<file path="src/rtl/cache_miss_sequencer.sv">
// ---------------------------------------------------------------------------
// cache_miss_sequencer
//
// Sequences a direct-mapped, write-back data cache (one 32-bit word per line)
// in the MEM stage against a fixed-latency main memory.
//   - Load hit  : nothing driven, no stall.
//   - Store hit : cache write enables issued combinationally in the same cycle.
//   - Miss      : pipeline stalls, a dirty victim is written back (WB), the
//                 line is read from memory (RF) and written into the cache
//                 (FILL). The access then replays from IDLE as a hit.
//   - Saturating miss / writeback counters for performance debug.
//
// Handshake: there is no valid/ready pair here. req_valid qualifies the MEM
// stage request; stall is the back-pressure. While stall is high the pipeline
// holds the request stable up to and including MEM. Once WB or RF is entered
// the sequence always runs through FILL back to IDLE, regardless of the
// request inputs, so a flush cannot leave memory or cache half-updated.
//
// Ports
//   clk, reset          : clock, synchronous active-high reset
//   req_valid           : MEM stage holds a load or store
//   req_write           : 1 = store, 0 = load
//   req_is_word         : access size, 1 = word, 0 = byte
//   cache_hit           : tag match and valid for the current address
//   cache_dirty         : indexed line is dirty
//   stall               : freezes PC and pipeline registers up to MEM
//   we_cache            : cache write enable
//   cache_input_type    : cache data source, 0 = memory data, 1 = rt_data
//   set_valid/set_dirty : valid/dirty bit values written with we_cache
//   is_word_cache       : size applied to the cache write
//   we_memory           : memory write enable
//   memory_address_type : 1 = victim writeback address, 0 = ALU address
//   busy                : FSM outside IDLE (state visibility for debug)
//   miss_count          : saturating count of misses
//   wb_count            : saturating count of writebacks
// ---------------------------------------------------------------------------
module cache_miss_sequencer #(
  parameter int MEM_LATENCY = 4,
  parameter int CNT_W       = 16
) (
  input  logic             clk,
  input  logic             reset,
  input  logic             req_valid,
  input  logic             req_write,
  input  logic             req_is_word,
  input  logic             cache_hit,
  input  logic             cache_dirty,
  output logic             stall,
  output logic             we_cache,
  output logic             cache_input_type,
  output logic             set_valid,
  output logic             set_dirty,
  output logic             is_word_cache,
  output logic             we_memory,
  output logic             memory_address_type,
  output logic             busy,
  output logic [CNT_W-1:0] miss_count,
  output logic [CNT_W-1:0] wb_count
);

  localparam int CW = $clog2(MEM_LATENCY + 1);
  localparam logic [CW-1:0] CNT_LAST = CW'(MEM_LATENCY - 1);

  typedef enum logic [1:0] {
    IDLE = 2'd0,
    WB   = 2'd1,
    RF   = 2'd2,
    FILL = 2'd3
  } state_t;

  state_t        state, state_nxt;
  logic [CW-1:0] cnt, cnt_nxt;
  logic          miss_evt;
  logic          wb_evt;

  // State register, access counter and performance counters.
  always_ff @(posedge clk) begin
    if (reset) begin
      state      <= IDLE;
      cnt        <= '0;
      miss_count <= '0;
      wb_count   <= '0;
    end else begin
      state <= state_nxt;
      cnt   <= cnt_nxt;
      if (miss_evt && (miss_count != {CNT_W{1'b1}})) begin
        miss_count <= miss_count + 1'b1;
      end
      if (wb_evt && (wb_count != {CNT_W{1'b1}})) begin
        wb_count <= wb_count + 1'b1;
      end
    end
  end

  // Next-state logic. cache_hit / cache_dirty only matter in IDLE.
  always_comb begin
    state_nxt = state;
    cnt_nxt   = cnt;
    miss_evt  = 1'b0;
    wb_evt    = 1'b0;
    unique case (state)
      IDLE: begin
        if (req_valid && !cache_hit) begin
          miss_evt  = 1'b1;
          cnt_nxt   = '0;
          state_nxt = cache_dirty ? WB : RF;
        end
      end
      WB: begin
        if (cnt == CNT_LAST) begin
          state_nxt = RF;
          cnt_nxt   = '0;
          wb_evt    = 1'b1;
        end else begin
          cnt_nxt = cnt + 1'b1;
        end
      end
      RF: begin
        if (cnt == CNT_LAST) begin
          state_nxt = FILL;
          cnt_nxt   = '0;
        end else begin
          cnt_nxt = cnt + 1'b1;
        end
      end
      FILL: begin
        state_nxt = IDLE;
      end
      default: begin
        state_nxt = IDLE;
        cnt_nxt   = '0;
      end
    endcase
  end

  // Output decode.
  always_comb begin
    stall               = 1'b0;
    we_cache            = 1'b0;
    cache_input_type    = 1'b0;
    set_valid           = 1'b0;
    set_dirty           = 1'b0;
    is_word_cache       = req_is_word;
    we_memory           = 1'b0;
    memory_address_type = 1'b0;
    busy                = 1'b0;
    unique case (state)
      IDLE: begin
        if (req_valid && cache_hit && req_write) begin
          // Store hit: write rt_data and mark the line dirty right away.
          we_cache         = 1'b1;
          cache_input_type = 1'b1;
          set_valid        = 1'b1;
          set_dirty        = 1'b1;
        end else if (req_valid && !cache_hit) begin
          stall = 1'b1;
        end
      end
      WB: begin
        stall               = 1'b1;
        we_memory           = 1'b1;
        memory_address_type = 1'b1;
        busy                = 1'b1;
      end
      RF: begin
        stall = 1'b1;
        busy  = 1'b1;
      end
      FILL: begin
        // Refill is always a whole line; the replay applies the store, if any.
        stall         = 1'b1;
        we_cache      = 1'b1;
        set_valid     = 1'b1;
        is_word_cache = 1'b1;
        busy          = 1'b1;
      end
      default: begin
        stall = 1'b0;
      end
    endcase
  end

endmodule
</file>
<file path="config.mk">
export PLATFORM = sky130hd
export DESIGN_NAME = cache_miss_sequencer
export DESIGN_NICKNAME = d
export VERILOG_FILES = /design/src/rtl/cache_miss_sequencer.sv
export SDC_FILE = /design/constraint.sdc
export NUM_CORES = 1
export LEC_CHECK = 0
export ABC_AREA = 0
export CORE_MARGIN = 2
export CORE_UTILIZATION = 30
export CTS_BUF_LIST = sky130_fd_sc_hd__clkbuf_8
export CTS_CLUSTER_DIAMETER = 150
export DETAILED_ROUTE_END_ITERATION = 8
export PLACE_DENSITY_LB_ADDON = 0.05
export SYNTH_ARGS = -nofsm -noshare
export SYNTH_HDL_FRONTEND = slang
export SYNTH_SLANG_ARGS = --single-unit
</file>
<file path="constraint.sdc">
create_clock -name clk -period 1.8 [get_ports clk]
set_input_delay 0.36 -clock clk [delete_from_list [all_inputs] [get_ports clk]]
set_output_delay 0.36 -clock clk [all_outputs]
set_load 0.03 [all_outputs]
</file>
* Yosys cells after proc, flatten, opt, wreduce, memory -nomap -nowiden
Cells that the tools add are included.
** Word-level totals
- Flip-flop bits (word level) :: 37
- Bits of input ports :: 7
- Output and inout bits :: 41
- Word-level logic and storage cells :: 48
** Cells by class
- $add $sub $neg :: 3
- Equality and inequality tests :: 9
- Multiplexer cells :: 20
- Reductions and logical operators :: 12
** Operators by type and width (count)
- $add 16x1->16 const B :: 2
- $ne 16x16->1 const B :: 2
- $mux 1 :: 10
- $mux 2 :: 4
- $pmux 2 s4 :: 1
- $mux 3 :: 2
- $ne 2x2->1 const B :: 3
- $pmux 3 s2 :: 1
- $logic_and 1x1->1 :: 5
- $eq 2x2->1 const B :: 2
- $pmux 1 s2 :: 2
- $add 3x1->3 const B :: 1
- $eq 3x2->1 const B :: 1
- $reduce_and 3->1 :: 1
- $reduce_or 3->1 :: 1
- $eq 2x1->1 const B :: 1
- $logic_not 2->1 :: 1
- $reduce_and 2->1 :: 1
- $reduce_bool 2->1 :: 1
- $reduce_or 2->1 :: 1
- $logic_not 1->1 :: 1

* Logic depth before layout (Yosys ltp)
Gate-level depths: netlist of run 1.
- Depth in word-level cells :: 5
- Depth in mapped cells :: 7
- Gate-level depth less buffers :: 6

* Worst setup path before layout of run 1
Ideal clock, no wire load.
- Path type :: register -> register
- From :: register state[1]
- To :: register wb_count[9]
- Data arrival time :: 1.862 ns
- Data required time :: 1.679 ns
- Setup slack :: -0.182 ns
- Cell stages (with the launch flop) :: 8
- Path buffers :: 1
- Cell sequence :: dfxtp_1 -> inv_1 -> ha_1 -> and3b_1 -> buf_2 -> nand2_1 -> nor4b_1 -> mux2_2
** On the way
- Longest elaborated chain between the ends :: 3
** RTL lines
- start: declaration :: RTL line 71 : state_t state, state_nxt;
- start signal: assignment :: RTL line 84 : state <= state_nxt;
- $eq 2x1->1 :: RTL line 101 : unique case (state)
- $mux 1 :: RTL line 101
- $logic_and 1x1->1 :: RTL line 89 : if (wb_evt && (wb_count != {CNT_W{1'b1}})) begin
- end signal: assignment :: RTL line 90 : wb_count <= wb_count + 1'b1;
- end: declaration :: RTL line 58 : output logic [CNT_W-1:0] wb_count
No other way between the ends.
A chain may end at the register's enable or synchronous reset.

* Worst setup path in the final report of run 1
- From :: register state[1]
- To :: output we_cache
** On the way
- Longest elaborated chain between the ends :: 2
** RTL lines
- $eq 2x2->1 / $logic_not 2->1 (equally long branches) :: RTL line 147 : unique case (state)
- $pmux 1 s2 (*) :: RTL line 147
- end: declaration :: RTL line 49 : output logic we_cache,
Every way passes the cells marked *; elsewhere a longest branch is shown, timed or not.

==> out/metrics.yaml, run 1 <==
synth_top_area_frac: 0.356
wire_per_inst_um: 13.4
timing.hold.ws_ns: 0.460
clock.fmax_mhz: 545
core_sq_um: 6760
initialDrtViolationCount: 65
antenna_cells: 0
finalMaxSlewViolations: 0
postRouteAntennaNets: 0
synth_fp_nets: 253
grt_first_pass_wirelength_um: 9000
grt_usage: 0.151
grt_pass1_vias: 1924
dp_hpwl_um: 4080
tns_ns: -0.0731
vias: 2080
r2r_start: "state[0]"
async_reset_ff_frac: 0
port_buffers: 47
path_buf_inv: 3
drive_above_1_share: 0.339
synthCells: 238
ff2ff_setup_slack_ns: 0
final.min_clock_period_ns: 1.83
num-nets-final: 347
critPathKind: "reg2out"
holdCritPathClass: "reg2reg"
drcViolationCount: 0
peakVddDrop_mv: 0.490
min-delay-start: "cnt[1]"
cts_buffer_depth: 2
gp_congestion: 0.768
crit_arrival_ns: 1.47
die_x_um: 87.3
dpl.cell_count: 400
cp_top_family: "flip-flops"
multi_input_area_sq_um: 1340
synth_commonest_cells: "37 x dfxtp_1, 20 x nor2_1, 19 x a21oi_1"
syn_area_sq_um: 2080
path_clk_slew_ns: 0.07
p_leak_nw: 1.47
utilization: 0.474
cap_violations: 0
synth_edf_count: 0
crit_start: "state[1]"
worst_slew_pin_slew_ns: 0.643
yosysWarningCount: 0
ys_types: 55
fp.dieArea_sq_um: 7630
cts-root-buf: "clkbuf_8"
finalSetupViolCount: 3
finClkSkew_ns: 0.0119
clk_latency_ns: 0.30
wl_um: 5540
fp-row-count: 30
timing.final.ws_setup_ns: -0.0345
cpMostUsedCell: "buf_6"
ctsHoldBuffers: 0
viasPerCell: 5.04
grt_start_max_net_pins: 28
numCtsBuffers: 5
grt-ovfl-total: 0
fin_cells: 413
cts.sink_count: 37
cp_slowest_cell: "dfxtp_2"
path_max_fanout: 4
regArea_sq_um: 753
critPathLaunchType: "register"
die_h_um: 87.3
rsz0062_at_grt: "yes"
yosysMostFrequentCell: "dfxtp_1"
status: "finished, violations left"
crit_path_cell_trace: "inv_2 -> ha_4 -> buf_6 -> and4_4 -> o21ba_4 -> buf_6"
violations: "negative setup slack"
synth-seq-cells: 37
end_kind: "primary output"
synth_area_per_cell_sq_um: 8.75
cpPeakStageDelay_ns: 0.36
htreeDepth: 2
ys_seq_area_frac: 0.356
first_pass_iters: 4
nFillCells: 690
cts_tree: "yes"
synth_ff_type: "dfxtp_1"
ioPinCount: 48
fin_crit_sh: 1.02
start_util: 0.308
power_density_nw_per_um2: 707
dp_slack_ns: -0.323
slew_headroom: 0.565
synthTopCellsByArea: "dfxtp_1 36%, ha_1 4.8%, a21oi_1 4.6%, mux2_2 3.8%, nor2_1 3.6%"
antenna_found_initial: 0
critical_path_required_ns: 1.44
syn2layout_area_growth_pct: 53.6
final-hold-violation-count: 0
synth_top_cell_by_area: "dfxtp_1"
-- power by group --
group | switching [W] | total (W) | internal, W
sequential | 0.0000243 | 0.000878 | 0.000854
clock | 0.000325 | 0.000672 | 0.000347
combinational | 0.000360 | 0.000710 | 0.000350
total | 0.000710 | 0.00226 | 0.00155
-- area by class of cell --
type | instances | area share
repair buffers | 97 | 0.271
well taps | 80 | 0.0313
clock buffers | 7 | 0.0301
multi-input cells | 182 | 0.420
flip-flops and latches | 37 | 0.235
inverters | 9 | 0.0106
clock inverters | 1 | 0.00156
-- layout by cell type, fill, tap and decap left out, types with 8 or more instances in the layout --
master | synthesis | routed
buf_4 | 3 | 53
dfxtp_1 | 37 | 27
nor2_1 | 20 | 20
a21oi_1 | 19 | 18
dlygate4sd2_1 | 0 | 14
nand2_1 | 13 | 13
dlymetal6s2s_1 | 0 | 13
clkdlybuf4s50_1 | 0 | 12
dfxtp_2 | 0 | 10
nor2b_1 | 9 | 8
-- path summary, 6_finish.rpt --
kind / to / depth (start not counted)
max: we_cache / 6
min: cnt[1] / 2
max reg2reg: wb_count[5] / 7
min reg2reg: cnt[1] / 2
-- kinds of logic (layout without fill, tap and decap cells) --
family | after synthesis | after routing | synth area share
adder cells (fa/ha/maj) | 8 | 8 | 0.0480
AND/OR/NAND/NOR | 108 | 108 | 0.315
XOR/XNOR | 2 | 2 | 0.00841
flip-flops | 37 | 37 | 0.356
multiplexers | 10 | 10 | 0.0523
AO/OA/AOI/OAI | 54 | 54 | 0.180
buffers and inverters | 19 | 114 | 0.0408
-- flip-flops by register name, summed over array words and instances (netlist names) --
name,count
miss_count,16
wb_count,16
cnt,3
state,2
-- metrics by stage --
| stage | area, sq um | total power (W) |
|---|---|---|
| finish | 3200 | 0.00226 |
| global route | 3200 | 0.00239 |
| CTS | 3100 | 0.00226 |
| detailed placement | 2950 | 0.00154 |
| global placement | 2950 | 0.00153 |
| floorplan | 2100 | 0.00127 |
-- repair_timing --
action / in CTS / in global routing
endpoints found under the setup margin: 28 / 27
setup buffers: 4 / 1
gates resized for setup: 32 / 29
gates cloned: 0 / 0
pin swaps: 1 / 0
hold endpoints to repair: 0 / 0
-- routing by layer --
metal	routed length, um	share of wire	global-route usage
met3	198	0.036	0.0341
met4	84	0.015	0.0587
met1	2740	0.50	0.200
met2	2510	0.45	0.238
met5	0	0	0
-- worst reg2reg max path, stage by stage, from the launching register on --
cell and delay (ns):
dfxtp_2 0.35, buf_4 0.11, ha_2 0.20, and3b_2 0.25
nand2_1 0.10, buf_4 0.14, or4_1 0.46, a21oi_1 0.14
Note: power is estimated with default switching activity, not from simulation.
==> run 2: changes to the inputs <==
--- a/config.mk
+++ b/config.mk
@@ -5,7 +5,7 @@
 export SDC_FILE = /design/constraint.sdc
 export NUM_CORES = 1
 export LEC_CHECK = 0
-export ABC_AREA = 0
+export ABC_AREA = 1
 export CORE_MARGIN = 2
 export CORE_UTILIZATION = 30
 export CTS_BUF_LIST = sky130_fd_sc_hd__clkbuf_8
==> constraint.sdc (replaced) <==
create_clock -name clk -period 1.6 [get_ports clk]
set_input_delay 0.32 -clock clk [delete_from_list [all_inputs] [get_ports clk]]
set_output_delay 0.32 -clock clk [all_outputs]
set_load 0.03 [all_outputs]
==> run 2 against run 1 <==
  * The run still ends with negative setup slack left
  * Sequential share of layout area shrank 1.2 points
  * Register-to-register slack lost 0.06 ns
  * Cell count up 30%
  * Critical endpoint is now set_valid
  * Highest routed layer unchanged
==> out/metrics.yaml, run 2 <==
crit_arrival_ns: 1.45
power_density_nw_per_um2: 947
num-nets-final: 452
p_sw_w: 0.00118
grt.met3_usage: 0.0315
die_h_um: 91.5
port_buffers: 47
cpPeakStageDelay_ns: 0.33
peakVddDrop_mv: 0.508
critPathKind: "reg2out"
holdCritPathClass: "reg2reg"
path_max_fanout: 3
syn_area_sq_um: 2300
cp_slowest_cell: "dfxtp_2"
drive_above_1_share: 0.233
antenna_cells: 0
cts.sink_count: 37
p_leak_nw: 1.50
slew_headroom: 0.762
nFillCells: 742
pwr-share-seq: 0.330
critPathLaunchType: "register"
fp.dieArea_sq_um: 8370
path_clk_slew_ns: 0.08
syn2layout_area_growth_pct: 45.9
ctsHoldBuffers: 0
grt_usage: 0.158
core_sq_um: 7330
finalSetupViolCount: 16
placed_area_sq_um: 3020
multi_input_area_sq_um: 1530
crit_path_cell_trace: "buf_6 -> inv_4 -> ha_4 -> buf_6 -> inv_4 -> nor2_4 -> nor2_4 -> nor2_4 -> buf_6"
ys_seq_area_frac: 0.322
grt_use_met1: 0.200
status: "finished, violations left"
fin_area_sq_um: 3350
final_common_cell: "nand2_1"
violations: "negative setup slack"
synth_area_per_cell_sq_um: 6.36
viasPerCell: 4.58
end_kind: "primary output"
grt_start_max_net_pins: 33
met2_usage: 0.268
postRouteAntennaNets: 0
top_usage_layer: "met2"
clock.fmax_mhz: 564
synthCells: 361
die_x_um: 91.5
comb_power_share: 0.462
cts-root-buf: "clkbuf_8"
yosysWarningCount: 0
first_pass_iters: 4
final-hold-violation-count: 0
htreeDepth: 2
final.min_clock_period_ns: 1.77
async_reset_ff_frac: 0
clk_latency_ns: 0.29
cts_buffer_depth: 2
finClkSkew_ns: 0.00460
synth_ff_type: "dfxtp_1"
synth_top_area_frac: 0.322
cts_tree: "yes"
gp_congestion: 0.843
synth_fp_nets: 376
wl_um: 6500
regArea_sq_um: 749
antenna_found_initial: 0
fin_crit_sh: 1.11
timing.hold.ws_ns: 0.484
grt-ovfl-total: 0
wire_per_inst_um: 12.1
path_buf_inv: 5
synth_commonest_cells: "90 x nand2_1, 87 x nor2_1, 37 x dfxtp_1"
vias: 2458
rsz0062_at_grt: "yes"
cp_top_family: "buffers and inverters"
start_util: 0.313
ioPinCount: 48
power.share.clock: 0.208
fp-row-count: 31
worst_slew_pin_slew_ns: 0.353
dp_hpwl_um: 4650
p_sw_frac: 0.371
synth_top_cell_by_area: "dfxtp_1"
critical_path_required_ns: 1.28
grt_first_pass_wirelength_um: 10900
grt_pass1_vias: 2399
ys_types: 26
cap_violations: 0
final_cell_mix: "86 x nand2_1, 73 x nor2_1, 32 x dlygate4sd2_1, 30 x inv_1, 30 x dfxtp_1"
reg_top3: "miss_count x16, wb_count x16, cnt x3"
tns_ns: -1.53
intPower_w: 0.00199
yosysMostFrequentCell: "nand2_1"
synthTopCellsByArea: "dfxtp_1 32%, nand2_1 15%, nor2_1 14%, nand3_1 6.5%, inv_1 5.6%"
power_w: 0.00317
timing.final.ws_setup_ns: -0.173
drcViolationCount: 0
initialDrtViolationCount: 73
finalMaxSlewViolations: 0
synth-seq-cells: 37
numCtsBuffers: 5
synth_edf_count: 0
-- run 2: path summary, 6_finish.rpt --
kind,from,endpoint,slack (ns),depth (start not counted)
setup / recovery,state[1],set_valid,-0.17,9
hold / removal,cnt[0],cnt[0],0.48,2
setup reg to reg,state[1],miss_count[11],-0.06,11
hold reg to reg,cnt[0],cnt[0],0.48,2
-- run 2: cell families after synthesis --
kind of cell,after synthesis,share of synthesized area
AO/OA/AOI/OAI,39,0.0899
XOR/XNOR,3,0.0114
adder cells (fa/ha/maj),8,0.0436
buffers and inverters,42,0.0817
flip-flops,37,0.322
AND/OR/NAND/NOR,232,0.451
-- run 2: through the flow --
| step | setup WS [ns] | cells | utilization |
|---|---|---|---|
| 2_1_floorplan | -0.0354 | 361 | - |
| 3_3_place_gp | -0.285 | 519 | 0.413 |
| 3_5_place_dp | -0.286 | 519 | 0.413 |
| 4_1_cts | -0.203 | 532 | 0.434 |
| 5_1_grt | -0.238 | 537 | 0.457 |
| 6_report | -0.173 | 537 | 0.457 |
-- run 2: per-layer routing --
layer | wire, um | up-vias
li1 | - | 1302
met1 | 3150 | 1115
met2 | 3140 | 35
met3 | 150 | 6
met4 | 59 | 0
met5 | 0 | -
-- run 2: cell type report --
cell class                 instances  area share
multi-input combinational        282       0.455
clock inverter                     3     0.00411
tap                               99      0.0370
inverter                          34      0.0441
sequential                        37       0.224
timing repair buffer              77       0.215
clock buffer                       5      0.0205
-- run 2: repair_timing --
| action | 4_1_cts | 5_1_grt |
|---|---|---|
| gates resized for setup | 59 | 48 |
| setup buffers | 5 | 6 |
| setup endpoints to repair | 47 | 41 |
| pin swaps | 3 | 15 |
| endpoints found under the hold margin | 0 | 0 |
-- run 2: power groups by stage --
stage	registers, W	clock network, W	logic [W]
2_1_floorplan	0.00110	0	0.000690
3_3_place_gp	0.00106	0	0.00110
3_5_place_dp	0.00106	0	0.00109
4_1_cts	0.00105	0.000698	0.00131
5_1_grt	0.00106	0.000729	0.00159
6_report	0.00105	0.000660	0.00147
-- run 2: worst min-delay path, cell delays in order, from the launching register on --
cell	delay, ns
dfxtp_1	0.33
nand2_1	0.06
a21oi_1	0.05
==> run 3: changes to the inputs <==
--- a/config.mk
+++ b/config.mk
@@ -11,6 +11,7 @@
 export CTS_BUF_LIST = sky130_fd_sc_hd__clkbuf_8
 export CTS_CLUSTER_DIAMETER = 150
 export DETAILED_ROUTE_END_ITERATION = 8
+export GPL_ROUTABILITY_DRIVEN = 0
 export PLACE_DENSITY_LB_ADDON = 0.05
 export SYNTH_ARGS = -nofsm -noshare
 export SYNTH_HDL_FRONTEND = slang
==> results of run 3 <==
Same layout as run 2: the final DEF is identical, and so are final timing and power.
